## src/rtl/usr_serial_tx.sv

```systemverilog
// usr_serial_tx: framed serial transmitter for a WIDTH-bit parallel word.
// A word is taken over a valid/ready handshake. It is sent as one start bit (0),
// then WIDTH data bits (MSB- or LSB-first, chosen per word), then one stop bit (1).
// Each bit lasts CLKS_PER_BIT clock cycles. The line idles high.
module usr_serial_tx #(
  parameter int WIDTH        = 4,
  parameter int CLKS_PER_BIT = 4
) (
  input  logic             clk,
  input  logic             rst,
  input  logic             in_valid,
  input  logic [WIDTH-1:0] in_data,
  input  logic             msb_first,
  output logic             in_ready,
  output logic             tx_out,
  output logic             busy,
  output logic             done
);

  // Counter widths never drop below one bit, so C=1 and WIDTH=1 still elaborate.
  localparam int CNT_W = (CLKS_PER_BIT > 1) ? $clog2(CLKS_PER_BIT) : 1;
  localparam int BIT_W = (WIDTH > 1) ? $clog2(WIDTH) : 1;

  localparam logic [CNT_W-1:0] CNT_LAST = CNT_W'(CLKS_PER_BIT - 1);
  localparam logic [BIT_W-1:0] BIT_LAST = BIT_W'(WIDTH - 1);

  typedef enum logic [1:0] {
    IDLE  = 2'd0,
    START = 2'd1,
    DATA  = 2'd2,
    STOP  = 2'd3
  } state_t;

  state_t           state_q, state_d;
  logic [CNT_W-1:0] clk_cnt_q, clk_cnt_d;
  logic [BIT_W-1:0] bit_cnt_q, bit_cnt_d;
  logic [WIDTH-1:0] buf_q, buf_d;
  logic             msb_q, msb_d;
  logic             tx_q, tx_d;
  logic             busy_q, busy_d;
  logic             done_q, done_d;

  logic             period_end;
  logic [BIT_W-1:0] sel_idx;

  // A bit period ends in the cycle where the clock counter holds its last value.
  assign period_end = (clk_cnt_q == CNT_LAST);

  // Ready is decoded from the registered state, so it has no path from the inputs.
  assign in_ready = (state_q == IDLE);
  assign tx_out   = tx_q;
  assign busy     = busy_q;
  assign done     = done_q;

  // State register: holds the FSM state, counters, captured word and registered outputs.
  // Reset aborts any frame at once and puts the line back to idle-high.
  always_ff @(posedge clk or negedge rst) begin
    if (!rst) begin
      state_q   <= IDLE;
      clk_cnt_q <= '0;
      bit_cnt_q <= '0;
      buf_q     <= '0;
      msb_q     <= 1'b0;
      tx_q      <= 1'b1;
      busy_q    <= 1'b0;
      done_q    <= 1'b0;
    end else begin
      state_q   <= state_d;
      clk_cnt_q <= clk_cnt_d;
      bit_cnt_q <= bit_cnt_d;
      buf_q     <= buf_d;
      msb_q     <= msb_d;
      tx_q      <= tx_d;
      busy_q    <= busy_d;
      done_q    <= done_d;
    end
  end

  // Next-state logic: step through the bit periods and capture the word at the handshake.
  always_comb begin
    state_d   = state_q;
    clk_cnt_d = clk_cnt_q;
    bit_cnt_d = bit_cnt_q;
    buf_d     = buf_q;
    msb_d     = msb_q;

    case (state_q)
      IDLE: begin
        clk_cnt_d = '0;
        bit_cnt_d = '0;
        if (in_valid && in_ready) begin
          state_d = START;
          buf_d   = in_data;
          msb_d   = msb_first;
        end
      end

      START: begin
        if (period_end) begin
          state_d   = DATA;
          clk_cnt_d = '0;
          bit_cnt_d = '0;
        end else begin
          clk_cnt_d = clk_cnt_q + 1'b1;
        end
      end

      DATA: begin
        if (period_end) begin
          clk_cnt_d = '0;
          if (bit_cnt_q == BIT_LAST) begin
            state_d   = STOP;
            bit_cnt_d = '0;
          end else begin
            bit_cnt_d = bit_cnt_q + 1'b1;
          end
        end else begin
          clk_cnt_d = clk_cnt_q + 1'b1;
        end
      end

      STOP: begin
        if (period_end) begin
          state_d   = IDLE;
          clk_cnt_d = '0;
        end else begin
          clk_cnt_d = clk_cnt_q + 1'b1;
        end
      end

      default: begin
        state_d   = IDLE;
        clk_cnt_d = '0;
        bit_cnt_d = '0;
      end
    endcase
  end

  // Output logic: outputs are computed from the next state, so the registered
  // line changes on the same edge as the state, which is always a bit-period boundary.
  always_comb begin
    sel_idx = msb_d ? (BIT_LAST - bit_cnt_d) : bit_cnt_d;
    tx_d    = 1'b1;
    case (state_d)
      START:   tx_d = 1'b0;
      DATA:    tx_d = buf_d[sel_idx];
      default: tx_d = 1'b1;
    endcase
    busy_d = (state_d != IDLE);
    done_d = (state_q == STOP) && (state_d == IDLE);
  end

endmodule

```

## config.mk

```make
export PLATFORM = sky130hd
export DESIGN_NAME = usr_serial_tx
export DESIGN_NICKNAME = d
export VERILOG_FILES = /design/src/rtl/usr_serial_tx.sv
export SDC_FILE = /design/constraint.sdc
export NUM_CORES = 1
export LEC_CHECK = 0
export ABC_CLOCK_PERIOD_IN_PS = 2100
export BUFFER_PORTS_ARGS = -buffer_cell sky130_fd_sc_hd__buf_2
export CORE_MARGIN = 4
export CORE_UTILIZATION = 40
export DETAILED_ROUTE_END_ITERATION = 8
export GPL_TIMING_DRIVEN = 0
export SLEW_MARGIN = 20
export SYNTH_ARGS = -nofsm -noshare
export SYNTH_HDL_FRONTEND = slang
export SYNTH_SLANG_ARGS = --single-unit
```

## constraint.sdc

```tcl
create_clock -name clk -period 2.1 [get_ports clk]
set_input_delay 0.105 -clock clk [delete_from_list [all_inputs] [get_ports clk]]
set_output_delay 0.105 -clock clk [all_outputs]
set_load 0.02 [all_outputs]
```

---- After elaboration in Yosys (flattened, before gate mapping) ----
Index checks and enable logic that the tools add are counted.
word-level totals
  register bits ........................... 14
  bits of input ports ..................... 8
operators by class
  add/subtract/negate cells ............... 3
  order comparisons ....................... 1
  equal/unequal tests ..................... 7
  muxes and demuxes ....................... 20
  reduce and logical (&&, ||, !) cells .... 6
operators with widths
  operator             number
  $mux 2               10
  $eq 2x2->1 const B   5
  $mux 4               2
  $pmux 2 s4           1
  $pmux 2 s3           1
  $add 2x1->2 const B  2
  $eq 2x1->1 const B   2
  $logic_not 2->1      2
  $pmux 2 s2           1
  $lt 2x3->1 const B   1
  $mux 1               3
  $reduce_or 3->1      1
  $bmux 1 s2           1
  $logic_and 1x1->1    2
  $pmux 1 s2           1
  $reduce_bool 2->1    1
  $sub 2x2->2 const A  1

---- Logic depth before layout (Yosys ltp) ----
Gate-level depths: netlist of run 1.
  word-level depth ........................ 9
  mapped depth ............................ 8
  gate-level depth less buffers ........... 8

---- Worst setup path before layout of run 1 ----
Ideal clock, no wire load.
  path kind ............................... register -> register
  start point ............................. register state_q[1]
  end point ............................... register tx_q, in the netlist tx_out
  setup time .............................. 94 ps
  arrival time ............................ 1794 ps
  required time ........................... 2006 ps
  path slack .............................. 212 ps
  stages on the path, launching flop included .. 9
  buffers on the path ..................... 1
  period minus slack after synthesis ...... 1888 ps
  cell sequence ........................... dfrtp_1 buf_6 nor3b_4 mux2i_2 inv_2 and3_1 mux2_2 a21oi_2 a41oi_2
on the way
  cells in the longest elaborated chain, start to end .. 8
  elaborated cells on any way between the ends .. 23
RTL lines
  element                           RTL line  RTL
  from (decl)                       34        state_t state_q, state_d;
  from (signal assigned)            68        state_q <= state_d;
  $logic_not 2->1 (*)               50, 87
  $logic_and 1x1->1                 91        if (in_valid && in_ready) begin
  $mux 1                            91
  $mux 1 (*)                        87        case (state_q)
  via msb_d                         38        logic msb_q, msb_d;
  $mux 2 (*)                        142       sel_idx = msb_d ? (BIT_LAST - bit_cnt_d) : bit_cnt_d;
  $bmux 1 s2 (*)                    146       DATA: tx_d = buf_d[sel_idx];
  $mux 1 (implied by the code) (*)  146
  $pmux 1 s2 (*)                    144       case (state_d)
  via tx_d                          39        logic tx_q, tx_d;
  to (signal assigned)              73        tx_q <= tx_d;
  to (decl)                         39
Mark *: on every way through the listed nets, which the timed path passes. The rest lies on a longest branch. The select of a mux whose other input is x is not followed.

---- Worst setup path after layout of run 1 ----
  start point ............................. register state_q[0]
  end point ............................... register tx_q, in the netlist tx_out
Same word-level chain as after synthesis.

==> results of run 1 <==
-- cell usage after synthesis --
library cell,n,share of area
a21oi_1,2,0.013
inv_1,6,0.030
a31oi_1,2,0.017
mux2_2,5,0.076
xnor2_1,1,0.012
and3b_2,1,0.013
a21oi_2,1,0.012
mux2i_2,1,0.019
nor3_1,3,0.020
dfstp_2,1,0.035
and2_4,1,0.012
o22ai_1,1,0.0084
nand2b_1,1,0.0084
o32a_1,1,0.013
o21ai_0,3,0.020
dfrtp_1,13,0.44
a22oi_4,1,0.029
and3_1,2,0.017
nor2b_1,2,0.017
inv_2,1,0.0051
a41oi_2,1,0.022
ha_1,3,0.051
nand2_1,4,0.020
and3_2,2,0.020
nor3b_4,1,0.025
buf_6,1,0.015
nor2_1,6,0.030
-- per-layer routing --
| layer | vias up | GRT usage | share of wire |
|---|---|---|---|
| li1 | 274 | - | - |
| met5 | - | 0 | 0 |
| met2 | 7 | 0.197 | 0.52 |
| met1 | 264 | 0.136 | 0.45 |
| met4 | 0 | 0.0404 | 0.0095 |
| met3 | 2 | 0.0262 | 0.021 |
-- stage by stage --
stage / hold WS (ns) / util
6_report: 0.0785 / 0.527
3_5_place_dp: 0.0153 / 0.475
3_3_place_gp: 0.0141 / 0.475
4_1_cts: 0.0684 / 0.501
2_1_floorplan: -0.191 / -
5_1_grt: 0.0639 / 0.527
-- cell families after synthesis --
kind of cell / Yosys count
mux: 6
simple gates: 23
flops: 14
xor+xnor: 1
fa+ha+maj: 3
compound gates: 12
buf+inv: 8
-- final timing paths --
| path | startpoint | endpoint | slack [ns] | cells after the start |
|---|---|---|---|---|
| setup reg to reg | state_q[0]$_DFF_PN0_ | tx_out$_DFF_PN1_ | 0.11 | 7 |
| min in group asynchronous | rst | bit_cnt_q[0]$_DFF_PN0_ | 0.25 | 2 |
| hold / removal | in_data[1] | buf_q[1]$_DFF_PN0_ | 0.08 | 2 |
| hold reg to reg | clk_cnt_q[0]$_DFF_PN0_ | clk_cnt_q[0]$_DFF_PN0_ | 0.48 | 1 |
| max in group asynchronous | rst | tx_out$_DFF_PN1_ | 1.57 | 2 |
| setup / recovery | state_q[0]$_DFF_PN0_ | tx_out$_DFF_PN1_ | 0.11 | 7 |
-- power groups by stage --
stage,clock [mW],sequential [mW],combinational (mW)
detailed placement,0,0.478,0.650
global route,0.212,0.491,0.787
global placement,0,0.472,0.640
floorplan,0,0.489,0.505
finish,0.189,0.474,0.700
CTS,0.198,0.472,0.660
-- sequential cells by signal, indices dropped and copies added, names as in the netlist --
register and count:
bit_cnt_q 2, buf_q 4, busy 1, clk_cnt_q 2, done 1, msb_q 1, state_q 2, tx_out 1
-- critical path: cells and delay by family (launching register included) --
kind	cells	cell delay, ns
multiplexers	2	0.59
AND/OR/NAND/NOR	2	0.53
AO/OA/AOI/OAI	2	0.24
flip-flops	1	0.48
buffers and inverters	1	0.06
-- cell type report --
cell class / instances / area, µm²
buffer: 1 / 11.3
clock buffer: 4 / 36.3
fill: 175 / 826
inverter: 7 / 26.3
multi-input combinational: 45 / 368
sequential: 14 / 352
tap: 25 / 31.3
timing repair buffer: 16 / 95.1
-- cell usage in the layout (no fill, tap or decap), types with 2 or more instances in the layout --
cell type  count
a21oi_1        2
a31oi_1        2
and3_1         2
and3_2         2
buf_2         11
buf_4          4
clkbuf_4       3
dfrtp_1       13
ha_1           3
inv_1          6
mux2_2         5
nand2_1        4
nor2_1         6
nor2b_1        2
nor3_1         3
o21ai_0        3
-- timing repair --
item | 4_1_cts | 5_1_grt
endpoints found under the hold margin | 14 | 0
resized for setup | 0 | 2
endpoints found under the setup margin | 0 | 1
buffers inserted | 0 | 4
hold buffers | 1 | 0
==> results.cfg, run 1 <==
[synthesis]
synth_top_family_by_area = simple AND/OR/NAND/NOR gates
postSynthRegisterBits = 14
yosysWarnings = 0
synth-adder-area-share = 0.0506
synth_xor_area_frac = 0.0118
yosys-mux-area-fraction = 0.0944
syn_nets = 78
synthCells = 67
synth-compound-area-share = 0.135
avgSynthCellArea_um2 = 11.1
post_synth_instance_area_um2 = 742
share_of_synthesized_cell_area_in_and_or_nand_and_nor_gates = 0.184
synth.yosys.seq_area_share = 0.474
yosys.cell_types.count = 27

[place]
post_dp_cell_area_um2 = 828
place_hpwl_um = 963
post-place-ws_ns = 0.0459
io_buffer_count = 11
placed_cells_incl_taps = 103
place_congestion = 0.766

[clock_network]
clk_pin_slew_worst_paths_ns = 0.09
ctsHtreeMaxLevel = 1
tritoncts.num_buffers = 3
cts_tree = done
cts_root_buf = clkbuf_4
max-clock-path-buffers = 2
worst_skew_pair.late_latency_ns = 0.27
cts.sink_count = 14

[run_status]
outcome = complete, no violations

[grt]
global_route_wire_length_before_repair_um = 2240
grt_pass1_vias = 521
grt_max_degree = 15
grt_antenna_before_repair = 0
leftover_overflow_at_the_end_of_global_routing = 0
grt.total_usage = 0.114

[floorplanning]
horiz_die_dim_um = 51.1
fp.dieArea_um2 = 2610
floorplan.initialDensity = 0.425
placement_rows = 15
fp.dieH_um = 51.1
core_region_area_um2 = 1750
design.portCount = 12

[power]
total_power_mw = 1.36
net-switching-power_mw = 0.520
power_density_nw_per_um2 = 1480
seq_power_share = 0.348
p_clk_frac = 0.139
p_comb_frac = 0.513
ir_drop_mv = 0.562
leakagePower_nw = 0.444
p_int_mw = 0.843
netSwitchingFraction = 0.382

[route]
detailedRoute.firstIterationViolations = 1
drt_first_pass_iters = 3
ant_nets = 0
via_per_inst = 4.88
drc_errors = 0
wl_per_cell_um = 11.3
vias = 547
drt_wl_total_um = 1270

[critical_path]
worst_ep_required_time_ns = 2.29
path_cells = nor3b_4 > mux2i_4 > inv_2 > and3_1 > mux2_2 > a21oi_2 > a41oi_2
critPathMaxStageDelay_ns = 0.48
startpoint_type = register
setup.worst_path.end_class = register
worstPathMaxFanout = 7
crit_arrival_ns = 2.18
slowest_stage = dfrtp_1
path_class = register to register

[sta]
setup_total_negative_slack_ns = 0
worst-slew-pin-transition_ns = 0.340
finalHoldViolations = 0
slew_violations = 0
finalSetupViolations = 0
slew-limit-headroom = 0.773
min_period_ns = 1.99
clock-skew-final_ns = 0.00302
finalCritPeriodShare = 0.947
timing.final.ws_setup_ns = 0.111
timing.fmax_mhz = 503
rsz0062_at_grt = no

[finish]
design_area_um2 = 920
drive_above_1_share = 0.425
final_cell_count_no_fill = 112
antenna_cells_inserted = 0
final_nets = 99
area_delta_synth_final_pct = 23.9

[worst_hold_path]
worstHoldPathType = primary input to register

[flow_run]
maxCapViolations = 0
No activity file was read; power rests on OpenSTA's default activity.
==> run 2: changes to the inputs <==
--- a/config.mk
+++ b/config.mk
@@ -6,10 +6,11 @@
 export NUM_CORES = 1
 export LEC_CHECK = 0
 export ABC_CLOCK_PERIOD_IN_PS = 2100
-export BUFFER_PORTS_ARGS = -buffer_cell sky130_fd_sc_hd__buf_2
+export CAP_MARGIN = 5
 export CORE_MARGIN = 4
 export CORE_UTILIZATION = 40
 export DETAILED_ROUTE_END_ITERATION = 8
+export DONT_BUFFER_PORTS = 1
 export GPL_TIMING_DRIVEN = 0
 export SLEW_MARGIN = 20
 export SYNTH_ARGS = -nofsm -noshare
==> results.cfg, run 2 (synthesis results as in run 1) <==
[sta]
finalSetupViolations = 0
slew_violations = 0
min_period_ns = 1.97
timing.final.ws_setup_ns = 0.126
rsz0062_at_grt = no
setup_total_negative_slack_ns = 0
clock-skew-final_ns = 0.00158
finalHoldViolations = 0
worst-slew-pin-transition_ns = 0.633
finalCritPeriodShare = 0.940
slew-limit-headroom = 0.577
timing.fmax_mhz = 507

[floorplanning]
fp.dieArea_um2 = 2610
design.portCount = 12
core_region_area_um2 = 1750
horiz_die_dim_um = 51.1
floorplan.initialDensity = 0.425
placement_rows = 15
fp.dieH_um = 51.1

[place]
place_hpwl_um = 936
io_buffer_count = 0
placed_cells_incl_taps = 92
post-place-ws_ns = 0.0600
place_congestion = 0.749

[grt]
grt_pass1_vias = 480
global_route_wire_length_before_repair_um = 2190
grt_antenna_before_repair = 0
grt_max_degree = 15
leftover_overflow_at_the_end_of_global_routing = 0
grt.total_usage = 0.116

[power]
p_comb_frac = 0.475
seq_power_share = 0.378
p_clk_frac = 0.148
ir_drop_mv = 0.549
netSwitchingFraction = 0.392
net-switching-power_mw = 0.524
power_density_nw_per_um2 = 1490
p_int_mw = 0.814
leakagePower_nw = 0.412

[worst_hold_path]
worstHoldEndpoint = buf_q[3]$_DFF_PN0_
worstHoldPathType = primary input to register
hold_depth = 1
min-delay-start = in_data[3]

[critical_path]
timing.reg2reg.setup_slack_ns = 0.13
worst_ep_required_time_ns = 2.30
path_class = register to register
startpoint_type = register
worst-r2r-cell-count = 8
path_cells = nor3b_4 > buf_4 > mux2i_4 > inv_2 > and3_1 > mux2_2 > a21oi_2 > a41oi_2
r2r_end = tx_out$_DFF_PN1_
crit_arrival_ns = 2.17
setup.worst_path.end_class = register
reg2reg_from = state_q[0]$_DFF_PN0_
critPathMaxStageDelay_ns = 0.49
slowest_stage = dfrtp_1
worstPathMaxFanout = 7

[flow_run]
maxCapViolations = 0

[finish]
final_nets = 91
registers.top_by_ff_count = buf_q
antenna_cells_inserted = 0
mostFrequentLayoutCells = dfrtp_1 (13), nor2_1 (6), inv_1 (6), mux2_2 (5), dlygate4sd3_1 (5)
drive_above_1_share = 0.316
fillers = 169
final_cell_count_no_fill = 104
largest_register_ffs = 4
area_delta_synth_final_pct = 20.9
layout_commonest_cell = dfrtp_1

[clock_network]
cts.sink_count = 14
tritoncts.num_buffers = 3
cts_tree = done
clk_pin_slew_worst_paths_ns = 0.09
cts_root_buf = clkbuf_4
worst_skew_pair.late_latency_ns = 0.28
max-clock-path-buffers = 2
ctsHtreeMaxLevel = 1

[route]
detailedRoute.firstIterationViolations = 13
wl_per_cell_um = 13.5
ant_nets = 0
drc_errors = 0
drt_first_pass_iters = 4
vias = 518
drt_wl_total_um = 1400
via_per_inst = 4.98

[run_status]
outcome = complete, no violations
## run 2: through the flow
step,instance area (µm²),power (mW),util,hold WS (ns)
after CTS,850,1.30,0.487,0.0000361
final,897,1.34,0.514,0.00382
after detailed placement,773,1.09,0.443,-0.190
after global routing,897,1.45,0.514,0.00857
after floorplan,742,0.994,-,-0.191
after global placement,773,1.08,0.443,-0.190
## run 2: cell type report
type	count	area, µm²	share of cell area
sequential	14	352	0.392
tap	25	31.3	0.0349
buffer	1	11.3	0.0126
clock buffer	4	36.3	0.0404
inverter	7	26.3	0.0293
timing repair buffer	8	72.6	0.0809
multi-input combinational	45	368	0.410
## run 2: how the worst max path moves through the flow
stage	start	end	cells past startpoint
after floorplan	state_q[1]$_DFF_PN0_	tx_out$_DFF_PN1_	8
after global placement	state_q[1]$_DFF_PN0_	tx_out$_DFF_PN1_	8
after detailed placement	state_q[1]$_DFF_PN0_	tx_out$_DFF_PN1_	8
after CTS	state_q[1]$_DFF_PN0_	tx_out$_DFF_PN1_	8
after global routing	clk_cnt_q[0]$_DFF_PN0_	tx_out$_DFF_PN1_	8
final	state_q[0]$_DFF_PN0_	tx_out$_DFF_PN1_	8
## run 2: power by group through the flow
stage	sequential (mW)	clock (mW)	combinational [mW]
5_1_grt	0.519	0.215	0.719
4_1_cts	0.501	0.201	0.602
6_report	0.505	0.198	0.635
3_3_place_gp	0.501	0	0.578
2_1_floorplan	0.489	0	0.505
3_5_place_dp	0.507	0	0.587
## run 2: repair_timing
item / CTS / global route
endpoints found under the hold margin: 17 / 1
endpoints found under the setup margin: 0 / 1
resized for setup: 0 / 2
hold buffers: 4 / 1
buffers inserted: 0 / 3
## run 2: layer usage
layer,track usage,wire [µm],vias up
li1,-,-,261
met1,0.145,627,244
met2,0.187,703,13
met3,0.0379,71,0
met4,0.0404,0,0
met5,0,0,-
## run 2: worst max-delay path: cells and delay by family, from the launching register on
kind            cells  cell delay, ns
compound gates      2            0.24
buf+inv             2            0.25
flops               1            0.49
mux                 2            0.56
simple gates        2            0.37
